File: src/rtl/serial_operand_feeder_if.sv
// Bus bundle between an operand producer and the serial operand feeder.
//
// Handshake: a word transfers on a rising clk edge where start=1 and
// ready=1; a_par/b_par/cin_in are sampled on that edge only. start while
// ready=0 is dropped, never queued. On the serial side, a_ser/b_ser carry
// a live bit in every cycle with ser_valid=1. hold=1 on an edge freezes the
// presented bit and its framing flags for one more cycle.
interface serial_operand_feeder_if #(
  parameter int WIDTH = 8
);
  logic             start;
  logic [WIDTH-1:0] a_par;
  logic [WIDTH-1:0] b_par;
  logic             cin_in;
  logic             hold;
  logic             ready;
  logic             a_ser;
  logic             b_ser;
  logic             cin_out;
  logic             ser_valid;
  logic             ser_first;
  logic             ser_last;
  logic             done;
  logic [1:0]       state_dbg;

  // Producer / bench side
  modport master (
    output start, a_par, b_par, cin_in, hold,
    input  ready, a_ser, b_ser, cin_out, ser_valid, ser_first, ser_last, done,
    input  state_dbg
  );

  // Feeder side
  modport slave (
    input  start, a_par, b_par, cin_in, hold,
    output ready, a_ser, b_ser, cin_out, ser_valid, ser_first, ser_last, done,
    output state_dbg
  );
endinterface

File: src/rtl/serial_operand_feeder.sv
// Parallel-to-serial operand stage for the bit-serial adder.
// Captures two WIDTH-bit operands plus a carry-in, then presents them
// LSB-first, one bit pair per clock, framed by ser_valid/ser_first/ser_last,
// followed by a single done cycle. All outputs decode registered state only.
module serial_operand_feeder #(
  parameter int WIDTH = 8
) (
  input  logic                    clk,
  input  logic                    reset,
  serial_operand_feeder_if.slave  bus
);

  localparam int CW = $clog2(WIDTH);
  localparam logic [CW-1:0] LAST = CW'(WIDTH - 1);

  typedef enum logic [1:0] {
    IDLE  = 2'd0,
    SHIFT = 2'd1,
    DONE  = 2'd2
  } state_t;

  state_t           state;
  logic [WIDTH-1:0] a_sh;
  logic [WIDTH-1:0] b_sh;
  logic [CW-1:0]    count;
  logic             cin_q;

  // Control FSM plus operand shift registers; zeros fill in at the MSB.
  always_ff @(posedge clk or posedge reset) begin
    if (reset) begin
      state <= IDLE;
      a_sh  <= '0;
      b_sh  <= '0;
      count <= '0;
      cin_q <= 1'b0;
    end else begin
      case (state)
        IDLE: begin
          if (bus.start) begin
            a_sh  <= bus.a_par;
            b_sh  <= bus.b_par;
            cin_q <= bus.cin_in;
            count <= '0;
            state <= SHIFT;
          end
        end
        SHIFT: begin
          if (!bus.hold) begin
            if (count == LAST) begin
              state <= DONE;
            end else begin
              a_sh  <= {1'b0, a_sh[WIDTH-1:1]};
              b_sh  <= {1'b0, b_sh[WIDTH-1:1]};
              count <= count + CW'(1);
            end
          end
        end
        DONE: begin
          state <= IDLE;
        end
        default: begin
          state <= IDLE;
        end
      endcase
    end
  end

  // Output decode: serial bits are gated so idle/done cycles show zeros.
  always_comb begin
    bus.ready     = (state == IDLE);
    bus.ser_valid = (state == SHIFT);
    bus.a_ser     = (state == SHIFT) & a_sh[0];
    bus.b_ser     = (state == SHIFT) & b_sh[0];
    bus.ser_first = (state == SHIFT) && (count == '0);
    bus.ser_last  = (state == SHIFT) && (count == LAST);
    bus.done      = (state == DONE);
    bus.cin_out   = cin_q;
    bus.state_dbg = state;
  end

endmodule

File: src/flat_wrapper.sv
// flat-port wrapper written by rule: the top's interface ports become plain ports
module serial_operand_feeder_flat 
#(
  parameter int WIDTH = 8
)
  (clk, reset, bus_start, bus_a_par, bus_b_par, bus_cin_in, bus_hold, bus_ready, bus_a_ser, bus_b_ser, bus_cin_out, bus_ser_valid, bus_ser_first, bus_ser_last, bus_done, bus_state_dbg);
  serial_operand_feeder_if #(.WIDTH(WIDTH)) bus_i ();
  input  logic clk;
  input  logic reset;
  input wire logic [$bits(bus_i.start)-1:0] bus_start;
  input wire logic [$bits(bus_i.a_par)-1:0] bus_a_par;
  input wire logic [$bits(bus_i.b_par)-1:0] bus_b_par;
  input wire logic [$bits(bus_i.cin_in)-1:0] bus_cin_in;
  input wire logic [$bits(bus_i.hold)-1:0] bus_hold;
  output wire logic [$bits(bus_i.ready)-1:0] bus_ready;
  output wire logic [$bits(bus_i.a_ser)-1:0] bus_a_ser;
  output wire logic [$bits(bus_i.b_ser)-1:0] bus_b_ser;
  output wire logic [$bits(bus_i.cin_out)-1:0] bus_cin_out;
  output wire logic [$bits(bus_i.ser_valid)-1:0] bus_ser_valid;
  output wire logic [$bits(bus_i.ser_first)-1:0] bus_ser_first;
  output wire logic [$bits(bus_i.ser_last)-1:0] bus_ser_last;
  output wire logic [$bits(bus_i.done)-1:0] bus_done;
  output wire logic [$bits(bus_i.state_dbg)-1:0] bus_state_dbg;
  assign bus_i.start = bus_start;
  assign bus_i.a_par = bus_a_par;
  assign bus_i.b_par = bus_b_par;
  assign bus_i.cin_in = bus_cin_in;
  assign bus_i.hold = bus_hold;
  assign bus_ready = bus_i.ready;
  assign bus_a_ser = bus_i.a_ser;
  assign bus_b_ser = bus_i.b_ser;
  assign bus_cin_out = bus_i.cin_out;
  assign bus_ser_valid = bus_i.ser_valid;
  assign bus_ser_first = bus_i.ser_first;
  assign bus_ser_last = bus_i.ser_last;
  assign bus_done = bus_i.done;
  assign bus_state_dbg = bus_i.state_dbg;
  serial_operand_feeder #(.WIDTH(WIDTH)) u_core (.clk(clk), .reset(reset), .bus(bus_i));
endmodule
File: config.mk
export PLATFORM = sky130hd
export DESIGN_NAME = serial_operand_feeder_flat
export DESIGN_NICKNAME = d
export VERILOG_FILES = /design/src/rtl/serial_operand_feeder_if.sv /design/src/rtl/serial_operand_feeder.sv /design/src/flat_wrapper.sv
export SDC_FILE = /design/constraint.sdc
export NUM_CORES = 1
export LEC_CHECK = 0
export ABC_AREA = 0
export CORE_MARGIN = 1
export CORE_UTILIZATION = 48
export DETAILED_ROUTE_END_ITERATION = 12
export PLACE_DENSITY = 0.78
export SLEW_MARGIN = 20
export SYNTH_ARGS = -nofsm -noshare
export SYNTH_HDL_FRONTEND = slang
export SYNTH_SLANG_ARGS = --single-unit
File: constraint.sdc
create_clock -name clk -period 2 [get_ports clk]
set_input_delay 0.4 -clock clk [delete_from_list [all_inputs] [get_ports clk]]
set_output_delay 0.4 -clock clk [all_outputs]
set_load 0.005 [all_outputs]
==> metrics.md <==
| Metric | Value |
|---|---|
| Final setup margin | `0.0723 ns` |
| Final setup fails | `0` |
| Netlist cell types | `18` |
| Hold Vio Cnt, Final | `0` |
| Kind of critical path | `flip-flop to output port` |
| Iteration-0 DRC Markers | `4` |
| Synthesized area per cell | `13.7 um2` |
| Skew final | `0.0108 ns` |
| Full die area | `2700 um2` |
| Vias | `790` |
| Horiz. Die Dim | `51.9 um` |
| Routed Antenna Nets | `0` |
| Root Driver | `clkbuf_4` |
| Initial core utilization | `52.6%` |
| Arr. time, crit path | `1.53 ns` |
| Unrepaired setup endpoints after global routing | `no` |
| CP Launch Type | `flip-flop` |
| DR vias/cell | `5.00` |
| Worst EP required | `1.60 ns` |
| Htree depth | `1` |
| Inserted Clock Buffers | `3` |
| Post-DP Area | `1510 um2` |
| Mapped cell area | `1200 um2` |
| Row count | `17` |
| DRT Pass-1 Iters | `3` |
| Slowest CP cell | `clkdlybuf4s50_1` |
| Synthesis-stage register bit count | `22` |
| Sequential area share after synthesis | `46.0%` |
| Largest net degree at the start of global routing | `23` |
| Wire per inst | `13.3 um` |
| Headroom to the max-slew limit | `78.1%` |
| Ant. Diodes | `0` |
| Finished Layout Cells | `158` |
| Layout Nets | `156` |
| Syn nets | `111` |
| Pwr Total | `2.01 mW` |
| First-pass GRT wire length | `3460 um` |
| Die Height | `51.9 um` |
| Area grow syn2layout | `35.7%` |
| I/O pin total | `31` |
| Clk_lat worst skew | `0.31 ns` |
| Gate Count Post-Synth | `87` |
| Reg2Reg Depth | `5` |
| Status | `finished clean` |
| Routability Congestion | `0.686` |
| PortBufs | `30` |
| Core Box Area | `2280 um2` |
| Initial antenna violation count | `0` |
| Post-Route WL | `2110 um` |
| Highest clock rate | `0.519 GHz` |
| Peak VDD IR | `0.000800 V` |
| Hold Crit Class | `primary input to asynchronous set/reset pin` |
| Final period utilization | `96.4%` |
| Leading post-synthesis cells by cell area | `dfrtp_1 46%, mux2_4 18%, mux2_2 14%` |
| Deepest clock path buffer count | `2` |
| Setup TNS | `0 ns` |
| Yosys top cell by area | `dfrtp_1` |
| Clock-pin slew on the worst setup and hold paths | `0.12 ns` |
| CP max stage delay | `0.49 ns` |
| Maxcap violations | `0` |
| Detailed Place HPWL | `1400 um` |
| Min Hold Slack | `0.401 ns` |
| Leak | `0.791 nW` |
| Minimum clock period | `1.93 ns` |
| Placement Setup Slack | `0.113 ns` |
| Drc violations | `0` |
| Final instance area | `1620 um2` |
| Finished Core Util | `71.3%` |
| Least-Margin Pin Slew | `0.328 ns` |
| Area share of the largest cell type after synthesis | `46.0%` |
| Setup crit end kind | `output port` |
| Max-slew violations | `0` |
| Number of global-route vias before repair | `740` |
| CP cell instances | `nor2b_4, buf_4, clkdlybuf4s50_1` |
| Gr usage total | `18.1%` |
| Total grt overflow | `0` |
| Yosys Warn Count | `0` |
| CTS Sinks | `22` |
| PwrDens | `1240 nW/um2` |
| Cells after DPL | `144` |
| # hold bufs at CTS | `0` |
| Critical Path Fanout Max | `5` |
| Share of cells above drive strength 1 | `39.2%` |
| CTS tree | `built` |
## layer usage
layer	global-route usage, %	vias up	part of all wire (%)
met1	23.0	384	46
met5	0	-	0
met3	6.14	4	5.3
met2	28.6	21	47
met4	5.41	0	1.1
li1	-	381	-
## repair_timing
action	in CTS	in global routing
resized for setup	3	3
pin swaps	1	0
setup buffers	8	3
setup endpoints to repair	5	4
## report_power, final
group,switching (mW),internal (mW)
clock,0.129,0.0704
sequential,0.105,0.637
combinational,0.347,0.722
## logic make-up after synthesis
family	after synthesis	share of synthesized area, %
adder cells (fa/ha/maj)	3	3.14
buffers and inverters	11	6.07
flip-flops	22	46.0
multiplexers	32	34.2
AND/OR/NAND/NOR	15	7.64
AO/OA/AOI/OAI	4	2.93
## sequential cells by signal, indices dropped and copies added, names as in the netlist
register,cells
u_core.count,3
u_core.bus.cin_out,1
u_core.bus.state_dbg,2
u_core.b_sh,8
u_core.a_sh,8
## area by class of cell
class	count	area [um2]
Fill cell	157	653
Multi-Input combinational cell	54	581
Sequential cell	22	551
Timing Repair Buffer	45	412
Tap cell	28	35.0
Clock buffer	3	22.5
Inverter	6	22.5
## cells in the mapped netlist
cell      count
dfrtp_1      22
mux2_2       15
mux2_4       14
inv_1         6
buf_6         4
nand2_1       4
and2_1        3
ha_1          3
mux2i_1       3
nand4b_1      2
nor2_1        2
nor2b_1       2
o21ai_0       2
a21o_1        1
a22o_4        1
and3_1        1
buf_2         1
nor2b_4       1
## worst max-delay path: cells and delay by family, from the launching register on
family | cells | cell delay, ns
flip-flops | 1 | 0.43
buffers and inverters | 2 | 0.62
AND/OR/NAND/NOR | 1 | 0.16
## cell usage in the layout, fill, tap and decap left out, types with 4 or more instances in the layout
cell              n
dfrtp_1          22
mux2_2           15
nand2_1           4
buf_4            15
clkdlybuf4s50_1  26
mux2_4           14
inv_1             6
## path summary, 6_finish.rpt
kind / start / endpoint / slack [ns]
setup / recovery: u_core.bus.state_dbg[1] / bus_ser_valid / 0.07
hold / removal: reset / u_core.b_sh[4] / 0.40
setup reg to reg: u_core.count[0] / u_core.a_sh[1] / 0.16
hold reg to reg: u_core.b_sh[2] / u_core.b_sh[2] / 0.52
max in group asynchronous: reset / u_core.count[1] / 1.37
min in group clk: u_core.b_sh[2] / u_core.b_sh[2] / 0.52
Power figures use the tool's default switching activity.
